**src/rtl/fft_pkg.sv**
```systemverilog
// fft_pkg: shared FFT constants and the butterfly sequencer state type
package fft_pkg;
  localparam int FFT_N_LOG2 = 5;
  localparam int FFT_N = 32;
  localparam int FFT_BFLY_PER_STAGE = 16;
  typedef enum logic [1:0] {IDLE, RUN, ADV, DONE} state_t;
endpackage

```
**src/rtl/fft_bfly_addr_calc.sv**
```systemverilog
// fft_bfly_addr_calc: combinational (stage, k) to butterfly operand and twiddle addresses
module fft_bfly_addr_calc
  import fft_pkg::*;
#(
  parameter int N_LOG2 = FFT_N_LOG2,
  parameter int ADDR_W = N_LOG2,
  parameter int TW_W = N_LOG2 - 1
) (
  input  logic [2:0]        stage,
  input  logic [N_LOG2-2:0] k,
  output logic [ADDR_W-1:0] addr_a,
  output logic [ADDR_W-1:0] addr_b,
  output logic [TW_W-1:0]   tw_addr
);
  logic [ADDR_W-1:0] h, pos, grp;
  assign h = ADDR_W'(1) << stage;
  assign pos = ADDR_W'(k) & (h - ADDR_W'(1));
  assign grp = ADDR_W'(k) >> stage;
  assign addr_a = (grp << (stage + 3'd1)) + pos;
  assign addr_b = addr_a + h;
  assign tw_addr = TW_W'(pos << (3'(N_LOG2 - 1) - stage));
endmodule

```
**src/rtl/fft_bfly_addr_gen.sv**
```systemverilog
// fft_bfly_addr_gen: per-stage butterfly address sequencer driving the external stage counter
module fft_bfly_addr_gen
  import fft_pkg::*;
#(
  parameter int N_LOG2 = FFT_N_LOG2,
  parameter int ADDR_W = N_LOG2,
  parameter int TW_W = N_LOG2 - 1
) (
  input  logic              clk,
  input  logic              reset,
  input  logic              start,
  output logic              ready,
  input  logic [2:0]        stage,
  input  logic              stage_last,
  output logic              stage_adv,
  output logic              stage_rst_n,
  output logic              out_valid,
  input  logic              out_ready,
  output logic [ADDR_W-1:0] addr_a,
  output logic [ADDR_W-1:0] addr_b,
  output logic [TW_W-1:0]   tw_addr,
  output logic              done
);
  state_t state, state_nx;
  logic [N_LOG2-2:0] k, k_nx;
  logic hs;
  logic [2:0] calc_stage;
  logic [ADDR_W-1:0] a_nx, b_nx;
  logic [TW_W-1:0] tw_nx;
  assign hs = out_valid & out_ready;
  assign ready = state == IDLE;
  assign out_valid = state == RUN;
  assign done = state == DONE;
  assign stage_rst_n = state == RUN || state == ADV;
  assign stage_adv = hs && k == '1;
  // a new transform always begins at stage 0, even while the counter is still clearing
  assign calc_stage = ready ? 3'd0 : stage;
  fft_bfly_addr_calc #(.N_LOG2(N_LOG2), .ADDR_W(ADDR_W), .TW_W(TW_W)) u_calc (
    .stage(calc_stage),
    .k(k_nx),
    .addr_a(a_nx),
    .addr_b(b_nx),
    .tw_addr(tw_nx)
  );
  // next state and next butterfly index
  always_comb begin
    state_nx = state;
    k_nx = '0;
    case (state)
      IDLE: state_nx = start ? RUN : IDLE;
      RUN: begin
        k_nx = hs ? k + 1'b1 : k;
        state_nx = stage_adv ? ADV : RUN;
      end
      ADV: state_nx = stage_last ? DONE : RUN;
      DONE: state_nx = IDLE;
      default: state_nx = IDLE;
    endcase
  end
  // state, index and address registers; addresses load only when entering or staying in RUN
  always_ff @(posedge clk) begin
    if (!reset) begin
      state <= IDLE;
      k <= '0;
      addr_a <= '0;
      addr_b <= '0;
      tw_addr <= '0;
    end else begin
      state <= state_nx;
      k <= k_nx;
      if (state_nx == RUN) begin
        addr_a <= a_nx;
        addr_b <= b_nx;
        tw_addr <= tw_nx;
      end
    end
  end
endmodule
```
**config.mk**
```make
export PLATFORM = sky130hd
export DESIGN_NAME = fft_bfly_addr_gen
export DESIGN_NICKNAME = d
export VERILOG_FILES = /design/src/rtl/fft_pkg.sv /design/src/rtl/fft_bfly_addr_calc.sv /design/src/rtl/fft_bfly_addr_gen.sv
export SDC_FILE = /design/constraint.sdc
export NUM_CORES = 1
export LEC_CHECK = 0
export CAP_MARGIN = 30
export CELL_PAD_IN_SITES_DETAIL_PLACEMENT = 1
export CELL_PAD_IN_SITES_GLOBAL_PLACEMENT = 1
export CORE_UTILIZATION = 43
export CTS_CLUSTER_DIAMETER = 60
export CTS_CLUSTER_SIZE = 30
export DETAILED_ROUTE_END_ITERATION = 8
export PLACE_DENSITY = 0.89
export SLEW_MARGIN = 25
export SYNTH_ARGS = -nofsm -noshare
export SYNTH_HDL_FRONTEND = slang
export SYNTH_HIERARCHICAL = 1
export SYNTH_SLANG_ARGS = --single-unit
```
**constraint.sdc**
```tcl
create_clock -name clk -period 6.4 [get_ports clk]
set_input_delay 0.64 -clock clk [delete_from_list [all_inputs] [get_ports clk]]
set_output_delay 0.64 -clock clk [all_outputs]
set_load 0.005 [all_outputs]
```
==> qor_table.md <==
| Group | Metric | Reported |
| --- | --- | --- |
| outcome | Result of the run | complete, no violations |
| sta | Final Slew Violations | 0 |
| worst setup path | WP data required | 6.59 ns |
| synthesis | Gate count of the mapped netlist | 197 |
| pwr | Clk network pwr share | 37.6% |
| clock tree | Hold-fix buffer count after cts | 0 |
| synthesis | Synthesized area divided by synthesized cell count | 8.530 µm² |
| synthesis | Number of synthesized flops with an enable pin | 0 |
| clock tree | Count of buffers added by post-CTS timing repair for setup | 0 |
| final layout | Layout net count | 251 |
| die | Die H | 64.51 µm |
| die | Cell row count | 22 |
| synthesis | Post-synth top flop | dfxtp_1 |
| grt | Global-route track usage on met2 | 41.97% |
| clock tree | Clock sinks | 20 |
| synthesis | Number of warnings issued by yosys | 6 |
| routing | Remaining DRCs | 0 |
| grt | Antenna violations before repair | 0 |
| hold path | Class of the most critical hold timing path | flop to flop |
| grt | Pin count of the biggest net entering global routing | 35 |
| sta | Minimum hold slack | 0.4643 ns |
| synthesis | Share of the synthesized area in the top cell type | 23.83% |
| synthesis | Yosys reg bits | 20 |
| final layout | Count of antenna diodes in the layout | 0 |
| synthesis | Synth async-reset ratio | 0% |
| routing | Number of search-and-repair iterations in the first detailed-routing pass | 4 |
| clock tree | Source-to-sink clock delay at the later pin of the worst-skew pair | 0.26 ns |
| sta | Final-report hold violation count | 0 |
| clock tree | Number of gates given a new drive strength after cts | 0 |
| clock tree | Clock tree buffer depth | 2 |
| synthesis | Most instantiated library cell after synthesis | nand2_1 |
| die | Number of top-level pins | 27 |
| pwr | Fraction of power spent switching nets | 26.56% |
| sta | Clock period minus final worst setup slack | 4.986 ns |
| routing | Iteration-0 DRC Markers | 63 |
| synthesis | Largest area contributor in the netlist | dfxtp_1 |
| worst setup path | Startpoint type of the worst setup path | input port |
| pwr | LEAKAGE | 0.9126 nW |
| grt | Global-route wire length before repair | 6941 µm |
| worst setup path | Worst setup EP type | flop |
| place | I/O Buffers | 26 |
| die | Horizontal die dimension | 64.51 µm |
| sta | # setup viols final | 0 |
| synthesis | Mapped cell area | 0.001680 mm² |
| hold path | Worst Hold Path Cells | 2 |
| routing | Via count of the routed design | 1420 |
| routing | WL/cell | 15.22 µm |
| die | Floorplan Core Area | 0.003716 mm² |
| pwr | Net switching component of the power | 0.08937 mW |
| sta | Maximum operating frequency | 200.6 MHz |
| worst setup path | Type of the worst setup path | input port to flop |
| final layout | Fill cells | 444 |
| worst setup path | Worst EP arrival | 5.18 ns |
| grt | Overall global routing resource usage | 21.70% |
| place | Hpwl dp | 3146 µm |
| synthesis | Leading cell types by count after synthesis | 37 x nand2_1, 21 x ha_1, 20 x dfxtp_1 |
| clock tree | Number of levels the H-tree was split into | 1 |
| sta | Unrepaired setup endpoints after global routing | false |
| pwr | Ratio of total power to cell area | 166.9 mW/mm² |
| pwr | Total internal power | 0.2471 mW |
| sta | Sum of negative setup slack | 0 ns |
| synthesis | Largest cells by area after synthesis | dfxtp_1 24%, ha_1 16%, mux2i_1 10% |
| final layout | Synthesis-to-finish area growth | 19.96% |
| synthesis | Number of library cell types mapped by synthesis | 38 |
| routing | Antenna-violating nets left | 0 |
| sta | Actual slew at the worst max-slew pin | 0.7764 ns |
| final layout | Layout cells sized above 1 | 5.479% |
| die | Die area | 0.004162 mm² |
| clock tree | Root buffer cell | clkbuf_8 |
| pwr | Fraction of power consumed by combinational cells | 23.7% |
| clock tree | Clock tree from TritonCTS | done |
| sta | Max_slew headroom | 48.14% |
| sta | Final Cycle Share | 77.91% |
| pwr | Largest voltage drop on the vdd net | 0.1046 mV |
| sta | Setup clock skew after layout | 0.003590 ns |
| grt | Met3 global-route usage | 3.521% |
| worst setup path | Crit path max fanout | 12 |
| clock tree | CTS Buf Count | 3 |
| sta | Fin worst setup slack | 1.414 ns |
| clock tree | Clock-pin slew on the worst setup and hold paths | 0.08 ns |
| place | Placer congestion estimate | 0.8099 |
| synthesis | Net count after synthesis | 228 |
| routing | Post-detailed-routing wire length | 4064 µm |
| die | Initial Util | 45.22% |
| grt | Grt ovf | 0 |
| grt | Via count of the first global-routing pass | 1541 |
| run | MaxCap Viol Count | 0 |
| place | Worst Setup Slack post-DPL | 1.232 ns |
| synthesis | Sequential cell area fraction in the yosys report | 23.83% |
| grt | Most heavily used metal layer in global routing | met2 |
| routing | Mean number of vias per cell | 5.318 |
| worst setup path | Depth of the worst register-to-register path | 18 |
| grt | Met1 track utilization from global routing | 23.50% |
| pwr | Fraction of power consumed by sequential logic | 38.7% |
## cells in the final DEF, fill, tap and decap left out, types with 3 or more instances in the layout
master and n:
nand2_1 37, xnor2_1 10, nor2b_1 9, xor2_1 6, o21ai_0 5, clkbuf_8 3, inv_1 11, a21o_1 4
dfxtp_1 20, ha_1 21, nor2_1 8, mux2i_1 17, a21oi_1 6, and2_1 5, clkdlybuf4s50_1 25
## cell type report
class	count	area, µm²	area share, %
repair buffers	27	262.8	13.04
clock inverters	1	30.03	1.490
clock buffers	3	41.29	2.048
multi-input cells	157	1180	58.54
flip-flops and latches	20	400.4	19.86
well taps	48	60.06	2.980
inverters	11	41.29	2.048
## kinds of logic (layout without fill, tap and decap cells)
family	after synthesis	after routing	share of synthesized area, %
and+or+nand+nor	76	76	22.78
AOI/OAI and AO/OA	24	24	10.05
adders and majority gates	23	23	18.02
DFF	20	20	23.83
buffers and inverters	20	42	5.956
muxes	18	18	11.02
xor gates and xnor gates	16	16	8.339
## metrics by stage
stage	total power, mW	instances	cell area (µm²)	util (%)
after detailed placement	0.2110	263	1944	52.32
final	0.3365	267	2016	54.24
after floorplan	0.1876	197	1680	-
after global placement	0.2084	263	1949	52.46
after global routing	0.3525	267	2016	54.24
after CTS	0.3394	267	2016	54.24
## power groups by stage
| stage | clock, mW | combinational, mW | sequential [mW] |
|---|---|---|---|
| floorplan | 0 | 0.0542 | 0.133 |
| global placement | 0 | 0.0753 | 0.133 |
| detailed placement | 0 | 0.0777 | 0.133 |
| CTS | 0.130 | 0.0794 | 0.130 |
| global route | 0.134 | 0.0877 | 0.131 |
| finish | 0.127 | 0.0796 | 0.130 |
## critical path, stage by stage
cell             delay [ns]
clkdlybuf4s50_1        0.44
nor2b_1                0.62
inv_1                  0.25
ha_1                   0.60
and2b_1                0.26
nand2_1                0.08
nor2_1                 0.05
ha_1                   0.23
fa_1                   0.51
fa_1                   0.45
a21o_1                 0.21
a21oi_1                0.17
xnor2_1                0.15
xnor2_1                0.16
xnor2_1                0.14
nand2_1                0.07
mux2i_1                0.13
## worst paths after layout
kind                      startpoint  slack [ns]                       to
min          tw_addr[3]$_SDFFE_PN0N_        0.46  tw_addr[3]$_SDFFE_PN0N_
min reg2reg  tw_addr[3]$_SDFFE_PN0N_        0.46  tw_addr[3]$_SDFFE_PN0N_
max                         stage[1]        1.41   addr_b[4]$_SDFFE_PN0N_
max reg2reg      state[0]$_SDFF_PN0_        1.42   addr_b[4]$_SDFFE_PN0N_
## metal layers
metal	part of all wire [%]	routed length, µm
met1	43	1760
met3	2.4	98
met5	0	0
met2	52	2128
met4	1.9	77
## flip-flops by register name (all words and copies together) (netlist names)
| register | count |
|---|---|
| state | 2 |
| addr_a | 5 |
| k | 4 |
| tw_addr | 4 |
| addr_b | 5 |
Power figures use the tool's default switching activity.
==> patch, RTL diff (config.mk and constraints unchanged) <==
Change the package constant `FFT_N_LOG2` from 5 to 4.
--- a/src/rtl/fft_pkg.sv
+++ b/src/rtl/fft_pkg.sv
@@ -2,3 +2,3 @@
 package fft_pkg;
-  localparam int FFT_N_LOG2 = 5;
+  localparam int FFT_N_LOG2 = 4;
   localparam int FFT_N = 32;
Ports: changed (resized addr_a, addr_b and tw_addr); port bits go from 27 to 24. The function was not compared with the original's and may differ.
==> patch against the unedited design <==
The run now ends with DRC left. Worst setup slack better by 0.43 ns. Design area down 24%. Combinational power down 26%. Sequential cell count down 4. Routed wire length down 28%. Area after synthesis down 23%. Power down 31%. Maximum frequency up 9.4%.
==> patch: results (changes against the unedited design) <==
** Status
- Run status: complete, but fails checks (was completed).
- The final reports fail on DRC.

** STA
- The actual slew at the worst max-slew pin is 0.839 ns (was 0.776 ns).
- The setup skew after layout was 0.00236 ns (was 0.00359 ns).

** Detailed routing
- The via-per-instance ratio came to 5.40 (was 5.32).
- The wire length per cell is 15.0 um (was 15.2 um).
- Drc violations :: 4 (was 0)
- Number of vias after detailed routing :: 1047 (was 1420)
- First DRT Iteration DRCs :: 27 (was 63)
- The number of iterations in the first detailed-routing pass came to 6 (was 4).

** Logic synthesis
- Synth Instances :: 141 (was 197)
- The number of warning messages in the yosys log came to 6 (unchanged).
- The number of distinct library cells after synthesis came to 35 (was 38).
- Leading post-synthesis cells by instance count :: sky130_fd_sc_hd__nand2_1 (27), sky130_fd_sc_hd__ha_1 (18), sky130_fd_sc_hd__dfxtp_1 (16) (was sky130_fd_sc_hd__nand2_1 (37), sky130_fd_sc_hd__ha_1 (21), sky130_fd_sc_hd__dfxtp_1 (20))
- Async S/R FF share, synth :: 0 (unchanged)
- The post-synth net total is 169 (was 228).
- Proportion of synthesized chip area in sequential cells :: 0.248 (was 0.238)
- Area contributors post-synth: sky130_fd_sc_hd__dfxtp_1 (25%), sky130_fd_sc_hd__ha_1 (17%), sky130_fd_sc_hd__mux2i_1 (10%) (was sky130_fd_sc_hd__dfxtp_1 (24%), sky130_fd_sc_hd__ha_1 (16%), sky130_fd_sc_hd__mux2i_1 (10%)).

** CTS
- Root buffer cell :: sky130_fd_sc_hd__clkbuf_4 (was sky130_fd_sc_hd__clkbuf_8)
- Clock slew at the register clock pins of the worst setup and hold paths :: 0.10 ns (was 0.08 ns)
- The number of post-CTS setup repair buffers came to 0 (unchanged).
- Post-cts gate resize count :: 0 (unchanged)
- Clock latency of the later-clocked register in the worst-skew pair :: 0.29 ns (was 0.26 ns)

** Place
- The total half-perimeter wirelength after legalization and detailed placement was 2310 um (was 3150 um).
- The count of buffers inserted at the top-level ports was 23 (was 26).
- Post-placement cell area :: 1490 um^2 (was 1940 um^2)
- The global placement routability congestion was 0.976 (was 0.810).
- The worst slack at placement is 1.50 ns (was 1.23 ns).

** Global route
- The pin count of the biggest net entering global routing came to 27 (was 35).
- All-layer global routing usage :: 0.200 (was 0.217)
- First-pass GRT wire length :: 5050 um (was 6940 um)
- Antenna violations before repair :: 0 (unchanged)
- The number of global-route vias before repair was 1109 (was 1541).

** Min path
- The worst hold-check path type was register to register (unchanged).

** Layout
- Filler instances :: 337 (was 444)
- Fraction of final layout cells with drive strength greater than 1 :: 0.0798 (was 0.0548)
- Largest registers ranked by flip-flop count: addr_a x4, addr_b x4 (was addr_a x5, addr_b x5).

** Power and ir drop
- The maximum ir drop on the vdd rail came to 0.0673 mV (was 0.105 mV).
- The total leakage power was 0.718 nW (was 0.913 nW).

** Setup path
- The data arrival at the endpoint of the critical path came to 4.78 ns (was 5.18 ns).
- The largest fanout on the critical path was 10 (was 12).
- The largest stage delay on the critical path came to 0.65 ns (was 0.62 ns).
[patch: path summary, 6_finish.rpt]
path / end / from / slack [ns] / cells past startpoint
worst max-delay path: addr_b[3] / state[0] / 1.84 / 15
worst min-delay path: addr_a[3] / addr_a[3] / 0.47 / 2
worst max register to register: addr_b[3] / state[0] / 1.84 / 15
worst min register to register: addr_a[3] / addr_a[3] / 0.47 / 2
[patch: cells by family after synthesis]
| family | after synthesis | synth area share |
|---|---|---|
| compound gates | 12 | 0.0812 |
| xor+xnor | 8 | 0.0600 |
| fa+ha+maj | 20 | 0.205 |
| buf+inv | 16 | 0.0822 |
| flops | 16 | 0.248 |
| mux | 14 | 0.112 |
| simple gates | 55 | 0.212 |
[patch: critical path: cells and delay by family (launching register included)]
kind,cells,cell delay (ns)
flops,1,0.39
simple gates,2,0.71
compound gates,3,0.97
xor+xnor,2,0.37
mux,1,0.15
buf+inv,3,0.43
fa+ha+maj,4,1.48
[patch: layout make-up]
| type | instances | share of cell area |
|---|---|---|
| Clock buffer | 4 | 0.0237 |
| Inverter | 10 | 0.0245 |
| Multi-Input combinational cell | 109 | 0.565 |
| Sequential cell | 16 | 0.209 |
| Tap cell | 31 | 0.0253 |
| Timing Repair Buffer | 24 | 0.153 |
[patch: where the power goes]
group / internal [mW] / switching, mW / total, mW / leakage, nW
clock network: 0.0346 / 0.0340 / 0.0686 / 0.0210
registers: 0.103 / 0.00196 / 0.105 / 0.130
logic: 0.0276 / 0.0316 / 0.0592 / 0.568
total: 0.165 / 0.0675 / 0.233 / 0.718
[patch: metal layers]
metal,up-vias,global-route usage,part of all wire
met1,510,0.255,0.45
li1,518,-,-
met4,0,0.0418,0.0075
met5,-,0,0
met2,15,0.361,0.52
met3,4,0.0230,0.017
[patch: metrics by stage]
step | util | hold WS (ns)
finish | 0.547 | 0.469
global placement | 0.533 | 0.445
global route | 0.547 | 0.489
floorplan | - | 0.451
CTS | 0.545 | 0.473
detailed placement | 0.533 | 0.454
